$ cat src/rtl/gcd_lcm_stage.sv
`default_nettype none
// ============================================================================
//  Module  : gcd_lcm_stage
//  Brief   : LCM = (|P| / G) * |Q| using a restoring divider and shift-add
//            multiplier, with an error flag for a zero or non-dividing G.
//  Revision: 1.0  initial release
// ============================================================================
module gcd_lcm_stage #(
    parameter int W = 7
) (
    input  logic           clk,
    input  logic           rst_n,
    input  logic           in_valid,
    output logic           in_ready,
    input  logic [W:0]     p,
    input  logic [W:0]     q,
    input  logic [W:0]     g,
    output logic           out_valid,
    input  logic           out_ready,
    output logic [2*W-1:0] lcm,
    output logic           err
);

    localparam int            CW     = $clog2(W + 1);
    localparam logic [CW-1:0] c_last = CW'(W - 1);

    typedef enum logic [1:0] {
        S_IDLE = 2'd0,
        S_DIV  = 2'd1,
        S_MUL  = 2'd2,
        S_DONE = 2'd3
    } state_t;

    state_t           r_state;
    logic [W-1:0]     r_pm;
    logic [W-1:0]     r_qm;
    logic [W-1:0]     r_gm;
    logic [W-1:0]     r_rem;
    logic [W-1:0]     r_quot;
    logic [2*W-1:0]   r_acc;
    logic [CW-1:0]    r_cnt;
    logic [2*W-1:0]   r_lcm;
    logic             r_err;

    logic [W:0]       w_shift;
    logic [W:0]       w_diff;
    logic             w_ge;
    logic [W-1:0]     w_rem_nxt;
    logic [2*W-1:0]   w_addend;
    logic [2*W-1:0]   w_acc_nxt;
    logic             w_unused;

    // Sign bits carry no information for a magnitude-only result.
    assign w_unused = ^{p[W], q[W], g[W]};

    // One restoring-division step; the extra top bit keeps the compare exact.
    assign w_shift   = {r_rem, r_pm[W-1]};
    assign w_diff    = w_shift - {1'b0, r_gm};
    assign w_ge      = (w_shift >= {1'b0, r_gm});
    assign w_rem_nxt = w_ge ? w_diff[W-1:0] : w_shift[W-1:0];

    assign w_addend  = {{W{1'b0}}, r_quot} << r_cnt;
    assign w_acc_nxt = r_qm[0] ? (r_acc + w_addend) : r_acc;

    always_ff @(posedge clk or negedge rst_n) begin
        if (!rst_n) begin
            r_state <= S_IDLE;
            r_pm    <= '0;
            r_qm    <= '0;
            r_gm    <= '0;
            r_rem   <= '0;
            r_quot  <= '0;
            r_acc   <= '0;
            r_cnt   <= '0;
            r_lcm   <= '0;
            r_err   <= 1'b0;
        end else begin
            case (r_state)
                S_IDLE: begin
                    if (in_valid) begin
                        r_pm <= p[W-1:0];
                        r_qm <= q[W-1:0];
                        r_gm <= g[W-1:0];
                        if (p[W-1:0] == '0 || q[W-1:0] == '0) begin
                            r_lcm   <= '0;
                            r_err   <= 1'b0;
                            r_state <= S_DONE;
                        end else if (g[W-1:0] == '0) begin
                            r_lcm   <= '0;
                            r_err   <= 1'b1;
                            r_state <= S_DONE;
                        end else begin
                            r_rem   <= '0;
                            r_quot  <= '0;
                            r_cnt   <= '0;
                            r_state <= S_DIV;
                        end
                    end
                end
                S_DIV: begin
                    r_rem  <= w_rem_nxt;
                    r_quot <= {r_quot[W-2:0], w_ge};
                    r_pm   <= r_pm << 1;
                    if (r_cnt == c_last) begin
                        r_cnt   <= '0;
                        r_acc   <= '0;
                        r_state <= S_MUL;
                    end else begin
                        r_cnt <= r_cnt + 1'b1;
                    end
                end
                S_MUL: begin
                    // Divisibility is judged from the registered remainder,
                    // keeping the zero-detect off the subtractor path.
                    if (r_rem != '0) begin
                        r_lcm   <= '0;
                        r_err   <= 1'b1;
                        r_state <= S_DONE;
                    end else begin
                        r_acc <= w_acc_nxt;
                        r_qm  <= r_qm >> 1;
                        if (r_cnt == c_last) begin
                            r_lcm   <= w_acc_nxt;
                            r_err   <= 1'b0;
                            r_state <= S_DONE;
                        end else begin
                            r_cnt <= r_cnt + 1'b1;
                        end
                    end
                end
                S_DONE: begin
                    if (out_ready) begin
                        r_state <= S_IDLE;
                    end
                end
                default: r_state <= S_IDLE;
            endcase
        end
    end

    assign in_ready  = (r_state == S_IDLE);
    assign out_valid = (r_state == S_DONE);
    assign lcm       = r_lcm;
    assign err       = r_err;

endmodule
`default_nettype wire

$ cat config.mk
export PLATFORM = sky130hd
export DESIGN_NAME = gcd_lcm_stage
export DESIGN_NICKNAME = d
export VERILOG_FILES = /design/src/rtl/gcd_lcm_stage.sv
export SDC_FILE = /design/constraint.sdc
export NUM_CORES = 1
export LEC_CHECK = 0
export BUFFER_PORTS_ARGS = -buffer_cell sky130_fd_sc_hd__buf_2
export CAP_MARGIN = 25
export CORE_MARGIN = 2
export CORE_UTILIZATION = 39
export DETAILED_ROUTE_END_ITERATION = 7
export PLACE_DENSITY = 0.63
export SLEW_MARGIN = 20
export SYNTH_ARGS = -nofsm -noshare
export SYNTH_HDL_FRONTEND = slang
export SYNTH_SLANG_ARGS = --single-unit
$ cat constraint.sdc
create_clock -name clk -period 3.7 [get_ports clk]
set_clock_uncertainty 0.15 [all_clocks]
set_input_delay 0.185 -clock clk [delete_from_list [all_inputs] [get_ports clk]]
set_output_delay 0.185 -clock clk [all_outputs]
set_load 0.05 [all_outputs]
==> results of run 1 <==
-- registers in the layout, indices dropped and copies added, names as in the netlist --
name / count
r_acc: 14
r_gm: 7
lcm: 14
err: 1
r_rem: 7
r_cnt: 3
r_quot: 7
r_pm: 7
r_qm: 7
r_state: 2
-- worst max-delay path by stage --
| stage | start | endpoint | slack (ns) | cells after the start |
|---|---|---|---|---|
| after floorplan | r_cnt[1]$_DFFE_PN0P_ | r_acc[13]$_DFFE_PN0P_ | 0.38 | 13 |
| after global placement | r_cnt[1]$_DFFE_PN0P_ | r_acc[13]$_DFFE_PN0P_ | 0.43 | 13 |
| after detailed placement | r_cnt[1]$_DFFE_PN0P_ | r_acc[13]$_DFFE_PN0P_ | 0.38 | 13 |
| after CTS | r_cnt[1]$_DFFE_PN0P_ | r_acc[13]$_DFFE_PN0P_ | 0.35 | 13 |
| after global routing | r_cnt[0]$_DFFE_PN0P_ | r_acc[13]$_DFFE_PN0P_ | 0.08 | 12 |
| final | r_cnt[1]$_DFFE_PN0P_ | r_acc[13]$_DFFE_PN0P_ | 0.33 | 13 |
-- cell families (layout without fill, tap and decap cells) --
logic type	Yosys count	count (layout)	share of synthesized area [%]
buffers and inverters	49	98	4.53
flip-flops	69	69	39.1
multiplexers	27	27	6.52
AO/OA/AOI/OAI	154	154	22.2
AND/OR/NAND/NOR	163	163	17.2
XOR/XNOR	11	11	2.18
adder cells (fa/ha/maj)	28	28	8.27
-- layout by cell type, fill, tap and decap left out, drive strengths merged, types with 4 or more instances in the layout --
cell type	synthesis	final
nand2	74	74
dfrtp	69	69
o21ai	53	53
buf	3	48
a21oi	30	30
ha	26	26
inv	23	23
nor2	23	23
o22ai	15	15
mux2	14	14
clkbuf	20	14
mux2i	13	13
nor3	11	11
nand3	11	11
a22o	10	10
nor2b	10	10
dlygate4sd3	0	9
o31ai	7	7
xnor2	6	6
and3	6	6
nand4	5	5
nor4	5	5
o211ai	5	5
xor2	5	5
and2	5	5
nand2b	4	4
o21a	4	4
a22oi	4	4
a21o	4	4
-- metal layers --
metal	share of wire [%]	track usage [%]	vias to the layer above
li1	-	-	1917
met4	1.4	5.33	0
met5	0	0	-
met2	48	30.4	71
met3	3.3	3.29	10
met1	47	23.5	1831
-- cells in the mapped netlist, types with 2 or more instances --
cell,instances
inv_1,23
nand2b_1,4
buf_2,2
o22ai_1,15
and2_1,4
a221o_1,3
o21a_1,4
mux2_2,14
nand4_1,5
xnor2_1,6
fa_1,2
a32oi_1,2
nor4_1,5
o211ai_1,5
a211o_1,2
nor3_1,11
nor2_1,23
ha_1,26
nand3_1,11
or3_1,3
a21oi_1,29
or2_2,2
a22oi_1,4
nand2_1,74
clkbuf_1,19
o31ai_1,7
a21o_1,3
dfrtp_1,69
or4_1,3
nor2b_1,10
o21ai_1,17
a22o_1,10
o31a_1,2
xor2_1,5
mux2i_1,13
and3_1,5
clkinv_1,3
o21ai_0,36
-- what timing repair did --
action	CTS	global route
resized for setup	0	0
hold endpoints to repair	47	0
hold buffers	9	0
-- area by class of cell --
| type | count | area, µm² |
|---|---|---|
| inverters | 26 | 97.6 |
| clock buffers | 13 | 270 |
| well taps | 140 | 175 |
| clock inverters | 1 | 30.0 |
| multi-input cells | 383 | 2500 |
| fillers | 1067 | 5760 |
| flip-flops and latches | 69 | 1730 |
| repair buffers | 58 | 375 |
-- critical path: stages (launching register included) --
cell and delay (ns):
dfrtp_1 0.34, buf_4 0.22, mux2i_1 0.26, nand2_1 0.08
o21ai_0 0.14, nor2_1 0.08, ha_1 0.34, and2_4 0.19
a221o_1 0.32, or3_1 0.33, o221ai_2 0.26, xnor2_1 0.18
a21oi_1 0.09, a211o_1 0.29
-- per-stage QoR --
| stage | cell area (µm²) | power (mW) |
|---|---|---|
| CTS | 5130 | 4.10 |
| floorplan | 4420 | 2.75 |
| global placement | 4740 | 3.13 |
| finish | 5170 | 4.09 |
| global route | 5170 | 4.45 |
| detailed placement | 4740 | 3.20 |
-- power by group --
part           internal [mW]  total, mW  switching (mW)  leakage (nW)
logic                  0.786       1.99            1.20          1.33
clock network          0.569      0.869           0.299         0.148
registers              0.989       1.23           0.239         0.892
total                   2.35       4.09            1.74          2.37
==> results.toml, run 1 <==
[layout]
drive_gt1_share_pct = 15.6
fin_nets = 603
finalNonFillerCells = 690
n_antenna_cell = 0
fin_util_pct = 47.3
area_growth_pct = 17.1

[sta]
slew_violations = 0
slew_headroom_pct = 50.8
setup_viol = 0
period_share_pct = 91.1
tightest_slew_ns = 0.737
timing.final.ws_setup_ns = 0.329
worst_hold_slack_ns = 0.0154
rsz0062_at_grt = "no"
fin_tns_setup_ns = 0
max_freq_ghz = 0.297
fin_crit_ns = 3.37
hold_viol_final = 0

[place]
dp_cells = 665
gp_congestion = 0.888
dp_slack_ns = 0.380
post-dp-hpwl_mm = 7.53
io_buffer_count = 41

[clock_network]
clkLatencyLatePin_ns = 0.33
postCtsSetupBuffers = 0
cts_buffers = 9
cts.path.max_buffers = 2
root_buffer = "clkbuf_16"
clk_pin_slew_ns = 0.06
clock_sinks = 69
cts_tree = "yes"
cts_max_level = 3

[setup_path]
end_kind = "flip-flop"
start_kind = "flip-flop"
reg2reg_depth = 13
cp.required_ns = 3.77
worst-setup-path-type = "flip-flop to flip-flop"
r2r_setup_slack_ns = 0.33
crit-reg2reg-launch = "r_cnt[1]$_DFFE_PN0P_"
rr_endpoint = "r_acc[13]$_DFFE_PN0P_"
cp_data_arrival_time_ns = 3.44
cp_max_fo = 16

[synthesis]
syn_area_per_cell_um2 = 8.82
synth_seq_area_share_pct = 39.1
synth_cell_types = 58
synthArstFlopShare_pct = 100
synth_top_cell_by_area = "dfrtp_1"
synth_area_um2 = 4420
syn_nets = 557
synth_ff_type = "dfrtp_1"
synth_cells = 501
synth_edf_count = 0
ys_seq_elements = 69
yosys.area.top_type_share_pct = 39.1
yosys_warnings = 0
yosys-top-cells-area = "dfrtp_1 (39%), ha_1 (7.4%), nand2_1 (6.3%)"

[floorplanning]
core_um2 = 10900
die_h_um = 110
initial_core_util_pct = 40.4
die-width_um = 110
dieArea_um2 = 12200
rows = 38
io_pins = 45

[hold_path]
min_to = "r_qm[1]$_DFFE_PN0P_"
hp-class = "primary input to flip-flop"
min_from = "q[1]"
hold_depth = 3

[grt]
grt_pass1_wl_mm = 18.3
grt-ovfl-total = 0
grt_pass1_vias = 3778
grt_max_degree = 41
antenna_found_initial = 0
grt_usage_pct = 18.0

[drt]
routed_wl_mm = 10.6
via_count = 3829
drt_iter0_drc = 166
drtPass1Iterations = 5
via_per_inst = 5.55
wl_per_cell_um = 15.4
ant_nets = 0
drcViolationCount = 0

[pwr]
p_leak_nw = 2.37
peakVddDrop_mv = 0.371
power_density_nw_per_um2 = 790

[status]
outcome = "finished, final reports clean"

[flow_run]
drv_cap = 0
(Power assumes the default switching activity.)
==> inputs of run 2 (changes only) <==
- clock period: 3.7 -> 3.34 ns (I/O delays scaled with it)
==> results.toml, run 2 (synthesis gave the netlist of run 1 again) <==
[setup_path]
reg2reg_depth = 12
crit-reg2reg-launch = "r_cnt[1]$_DFFE_PN0P_"
start_kind = "flip-flop"
cp_data_arrival_time_ns = 3.30
end_kind = "flip-flop"
critPathLaunch = "r_cnt[1]$_DFFE_PN0P_"
r2r_setup_slack_ns = 0.10
worst-setup-path-type = "flip-flop to flip-flop"
cp.required_ns = 3.41
rr_endpoint = "r_acc[13]$_DFFE_PN0P_"
crit_path_top_delay_cell = "dfrtp_2"
cp_max_fo = 4
max_stage_delay_ns = 0.43
cp_cell_sequence = "mux2_4 -> nand2_1 -> o21ai_0 -> and2_1 -> ha_4 -> and2_4 -> a221o_1 -> or3_4 -> o221ai_4 -> xnor2_1 -> a21oi_1 -> a211o_1"

[pwr]
pwr-share-clk_pct = 21.9
power_density_nw_per_um2 = 879
p_switching_mw = 1.98
swShare_pct = 41.7
p_total_mw = 4.74
p_seq_share_pct = 27.8
p_int_mw = 2.76
comb_power_share_pct = 50.4
peakVddDrop_mv = 0.435
p_leak_nw = 2.50

[clock_network]
cts_tree = "yes"
root_buffer = "clkbuf_16"
cts_buffers = 9
cts.path.max_buffers = 2
cts_max_level = 3
clk_pin_slew_ns = 0.06
clkLatencyLatePin_ns = 0.33
clock_sinks = 69

[status]
violations = "hold timing"
outcome = "complete, but fails checks"

[drt]
wl_per_cell_um = 15.2
via_per_inst = 5.52
ant_nets = 0
routed_wl_mm = 10.8
drcViolationCount = 0
drtPass1Iterations = 4
drt_iter0_drc = 195
via_count = 3922

[sta]
max_freq_ghz = 0.309
tightest_slew_ns = 0.696
period_share_pct = 96.9
setup_viol = 0
worst_hold_slack_ns = -0.000710
hold_viol_final = 1
fin_crit_ns = 3.24
slew_violations = 0
slew_headroom_pct = 53.6
timing.final.ws_setup_ns = 0.104

[layout]
area_growth_pct = 22.2
layout_common_cells = "nand2_1 (74), dfrtp_1 (67), buf_2 (41), o21ai_0 (35), a21oi_1 (29)"
n_antenna_cell = 0
drive_gt1_share_pct = 19.5
final_common_cell = "nand2_1"
fillers = 1051
fin_nets = 621

[grt]
grt-ovfl-total = 0
grt_max_degree = 46
antenna_found_initial = 0
grt_pass1_vias = 3852
grt_pass1_wl_mm = 18.5
grt_usage_pct = 18.1

[place]
gp_congestion = 0.872
dp_slack_ns = 0.0776
post-dp-hpwl_mm = 7.61
io_buffer_count = 41

[floorplanning]
initial_core_util_pct = 40.4
io_pins = 45
die_h_um = 110
core_um2 = 10900
dieArea_um2 = 12200
die-width_um = 110
rows = 38

[hold_path]
min_to = "r_qm[4]$_DFFE_PN0P_"
min_from = "q[4]"
hold_depth = 3
hp-class = "primary input to flip-flop"

[flow_run]
drv_cap = 0
## run 2: stage by stage
step / utilization (%) / hold WS, ns / instance area (µm²) / instances / setup TNS [ns]
3_3_place_gp: 44.0 / 0.0464 / 4810 / 675 / 0
2_1_floorplan: - / -0.279 / 4420 / 501 / 0
6_report: 49.3 / -0.000710 / 5400 / 710 / 0
3_5_place_dp: 44.1 / 0.0438 / 4820 / 675 / 0
4_1_cts: 48.1 / 0.000798 / 5260 / 702 / 0
5_1_grt: 49.3 / 0.0269 / 5400 / 710 / -0.0108
## run 2: metal layers
metal	wire length (µm)	part of all wire, %	vias up	GRT usage (%)
met1	4980	46	1880	23.6
met3	361	3.3	16	3.51
met4	186	1.7	0	5.92
li1	-	-	1953	-
met2	5250	49	73	30.3
met5	0	0	-	0
## run 2: power by group through the flow
| stage | sequential (mW) | combinational, mW | clock (mW) |
|---|---|---|---|
| 4_1_cts | 1.31 | 2.31 | 1.06 |
| 6_report | 1.32 | 2.39 | 1.04 |
| 3_3_place_gp | 1.31 | 2.22 | 0 |
| 5_1_grt | 1.35 | 2.70 | 1.10 |
| 2_1_floorplan | 1.28 | 1.77 | 0 |
| 3_5_place_dp | 1.32 | 2.28 | 0 |
## run 2: critical path: cells and delay by family (launching register included)
family	cells	cell delay, ns
AO/OA/AOI/OAI	5	1.05
XOR/XNOR	1	0.17
adder cells (fa/ha/maj)	1	0.23
flip-flops	1	0.43
multiplexers	1	0.32
AND/OR/NAND/NOR	4	0.76
## run 2: worst max-delay path by stage
| stage | end | depth (start not counted) |
|---|---|---|
| floorplan | r_acc[13]$_DFFE_PN0P_ | 13 |
| global placement | r_acc[13]$_DFFE_PN0P_ | 13 |
| detailed placement | r_acc[13]$_DFFE_PN0P_ | 12 |
| CTS | r_acc[13]$_DFFE_PN0P_ | 12 |
| global route | r_acc[13]$_DFFE_PN0P_ | 12 |
| finish | r_acc[13]$_DFFE_PN0P_ | 12 |
## run 2: cell type report
cell class	instances	area [µm²]	share of cell area, %
inverter	26	97.6	1.81
tap	140	175	3.25
timing repair buffer	76	520	9.65
clock inverter	2	37.5	0.696
clock buffer	14	294	5.45
sequential	69	1730	32.1
multi-input combinational	383	2540	47.1
## run 2: repair_timing
action | 4_1_cts | 5_1_grt
resized for setup | 0 | 12
hold buffers | 11 | 0
buffers inserted | 0 | 6
endpoints found under the setup margin | 0 | 6
endpoints found under the hold margin | 79 | 0
==> inputs of run 3 (changes only) <==
- BUFFER_PORTS_ARGS: -buffer_cell sky130_fd_sc_hd__buf_2 -> -buffer_cell sky130_fd_sc_hd__buf_4
==> results.toml, run 3 (synthesis gave the netlist of run 1 again) <==
[status]
outcome = "finished, final reports clean"

[clock_network]
cts_buffers = 9
clk_pin_slew_ns = 0.06
root_buffer = "clkbuf_16"
cts.path.max_buffers = 2
cts_max_level = 3
clock_sinks = 69
clkLatencyLatePin_ns = 0.33
cts_tree = "yes"

[grt]
met2_usage_pct = 31.0
grt-ovfl-total = 0
antenna_found_initial = 0
use_met3_pct = 3.29
grt_max_degree = 70
grt-busiest-layer = "met2"
grt_pass1_vias = 3898
use_met1_pct = 23.6
grt_usage_pct = 18.3
grt_pass1_wl_mm = 18.6

[setup_path]
worst-setup-path-type = "flip-flop to flip-flop"
cp_data_arrival_time_ns = 3.28
cp_max_fo = 4
cp.required_ns = 3.41
end_kind = "flip-flop"
start_kind = "flip-flop"

[drt]
routed_wl_mm = 11.0
via_per_inst = 5.55
ant_nets = 0
wl_per_cell_um = 15.5
drt_iter0_drc = 219
drtPass1Iterations = 5
via_count = 3939
drcViolationCount = 0

[pwr]
peakVddDrop_mv = 0.449
comb_power_share_pct = 49.5
p_seq_share_pct = 28.7
p_leak_nw = 2.50
swShare_pct = 42.6
pwr-share-clk_pct = 21.8
p_int_mw = 2.71
p_total_mw = 4.72
p_switching_mw = 2.01
power_density_nw_per_um2 = 861

[layout]
fin_nets = 621
final_common_cell = "nand2_1"
n_antenna_cell = 0
drive_gt1_share_pct = 17.9
area_growth_pct = 24.2
final_area_um2 = 5490
finalNonFillerCells = 710
fillers = 1068
layout_common_cells = "nand2_1 (74), dfrtp_1 (68), buf_4 (56), o21ai_0 (35), a21oi_1 (29)"

[floorplanning]
core_um2 = 10900
die-width_um = 110
dieArea_um2 = 12200
rows = 38
io_pins = 45
initial_core_util_pct = 40.4
die_h_um = 110

[place]
post-dp-hpwl_mm = 7.54
dp_cells = 671
io_buffer_count = 41
gp_congestion = 0.854
postPlaceCellArea_um2 = 4890

[sta]
tightest_slew_ns = 0.894
rsz0062_at_grt = "no"
fin_tns_setup_ns = 0
fin_crit_ns = 3.21
period_share_pct = 96.0
setup_viol = 0
worst_hold_slack_ns = 0.00526
hold_viol_final = 0
max_freq_ghz = 0.312
slew_violations = 0
slew_headroom_pct = 40.4

[flow_run]
drv_cap = 0

[hold_path]
hp-class = "primary input to flip-flop"
[run 3: what timing repair did]
| item | CTS | global route |
|---|---|---|
| resized for setup | 0 | 11 |
| buffers inserted | 0 | 4 |
| endpoints found under the setup margin | 0 | 6 |
| endpoints found under the hold margin | 86 | 0 |
| hold buffers | 18 | 0 |
[run 3: path summary, 6_finish.rpt]
path / endpoint / startpoint / depth (start not counted) / slack [ns]
worst min register to register: err$_DFFE_PN0P_ / err$_DFFE_PN0P_ / 2 / 0.32
min in group asynchronous: r_rem[2]$_DFFE_PN0P_ / rst_n / 2 / 0.37
max in group asynchronous: r_cnt[0]$_DFFE_PN0P_ / rst_n / 2 / 2.06
worst max register to register: r_acc[13]$_DFFE_PN0P_ / r_cnt[1]$_DFFE_PN0P_ / 12 / 0.13
worst max-delay path: r_acc[13]$_DFFE_PN0P_ / r_cnt[1]$_DFFE_PN0P_ / 12 / 0.13
worst min-delay path: r_qm[4]$_DFFE_PN0P_ / q[4] / 3 / 0.005
[run 3: through the flow]
stage / util, % / setup slack [ns]
after global placement: 44.7 / 0.145
final: 50.2 / 0.133
after CTS: 49.3 / 0.0336
after global routing: 50.2 / 0.00253
after detailed placement: 44.7 / 0.0477
after floorplan: - / 0.0240
[run 3: area by class of cell]
type | count | area [µm²] | share of cell area (%)
tap | 140 | 175 | 3.19
clock inverter | 6 | 87.6 | 1.60
timing repair buffer | 76 | 623 | 11.4
multi-input combinational | 383 | 2540 | 46.4
inverter | 26 | 97.6 | 1.78
clock buffer | 10 | 229 | 4.17
sequential | 69 | 1730 | 31.5
[run 3: per-layer routing]
metal / routed length (µm) / vias up
met2: 5370 / 81
met1: 5060 / 1891
li1: - / 1951
met4: 207 / 0
met3: 350 / 16
met5: 0 / -
[run 3: power by group through the flow]
stage | sequential, mW | combinational, mW | clock, mW
global route | 1.39 | 2.62 | 1.08
detailed placement | 1.36 | 2.26 | 0
finish | 1.36 | 2.34 | 1.03
floorplan | 1.28 | 1.77 | 0
global placement | 1.34 | 2.19 | 0
CTS | 1.35 | 2.30 | 1.05
[run 3: worst max-delay path: stages (launching register included)]
cell and delay, ns:
dfrtp_1 0.38, mux2_2 0.35, nand2_1 0.06, o21ai_0 0.11, and2_1 0.21, ha_4 0.23
and2_4 0.15, a221o_1 0.35, or3_4 0.35, o221ai_4 0.23, xnor2_1 0.16, a21oi_1 0.09
a211o_1 0.29
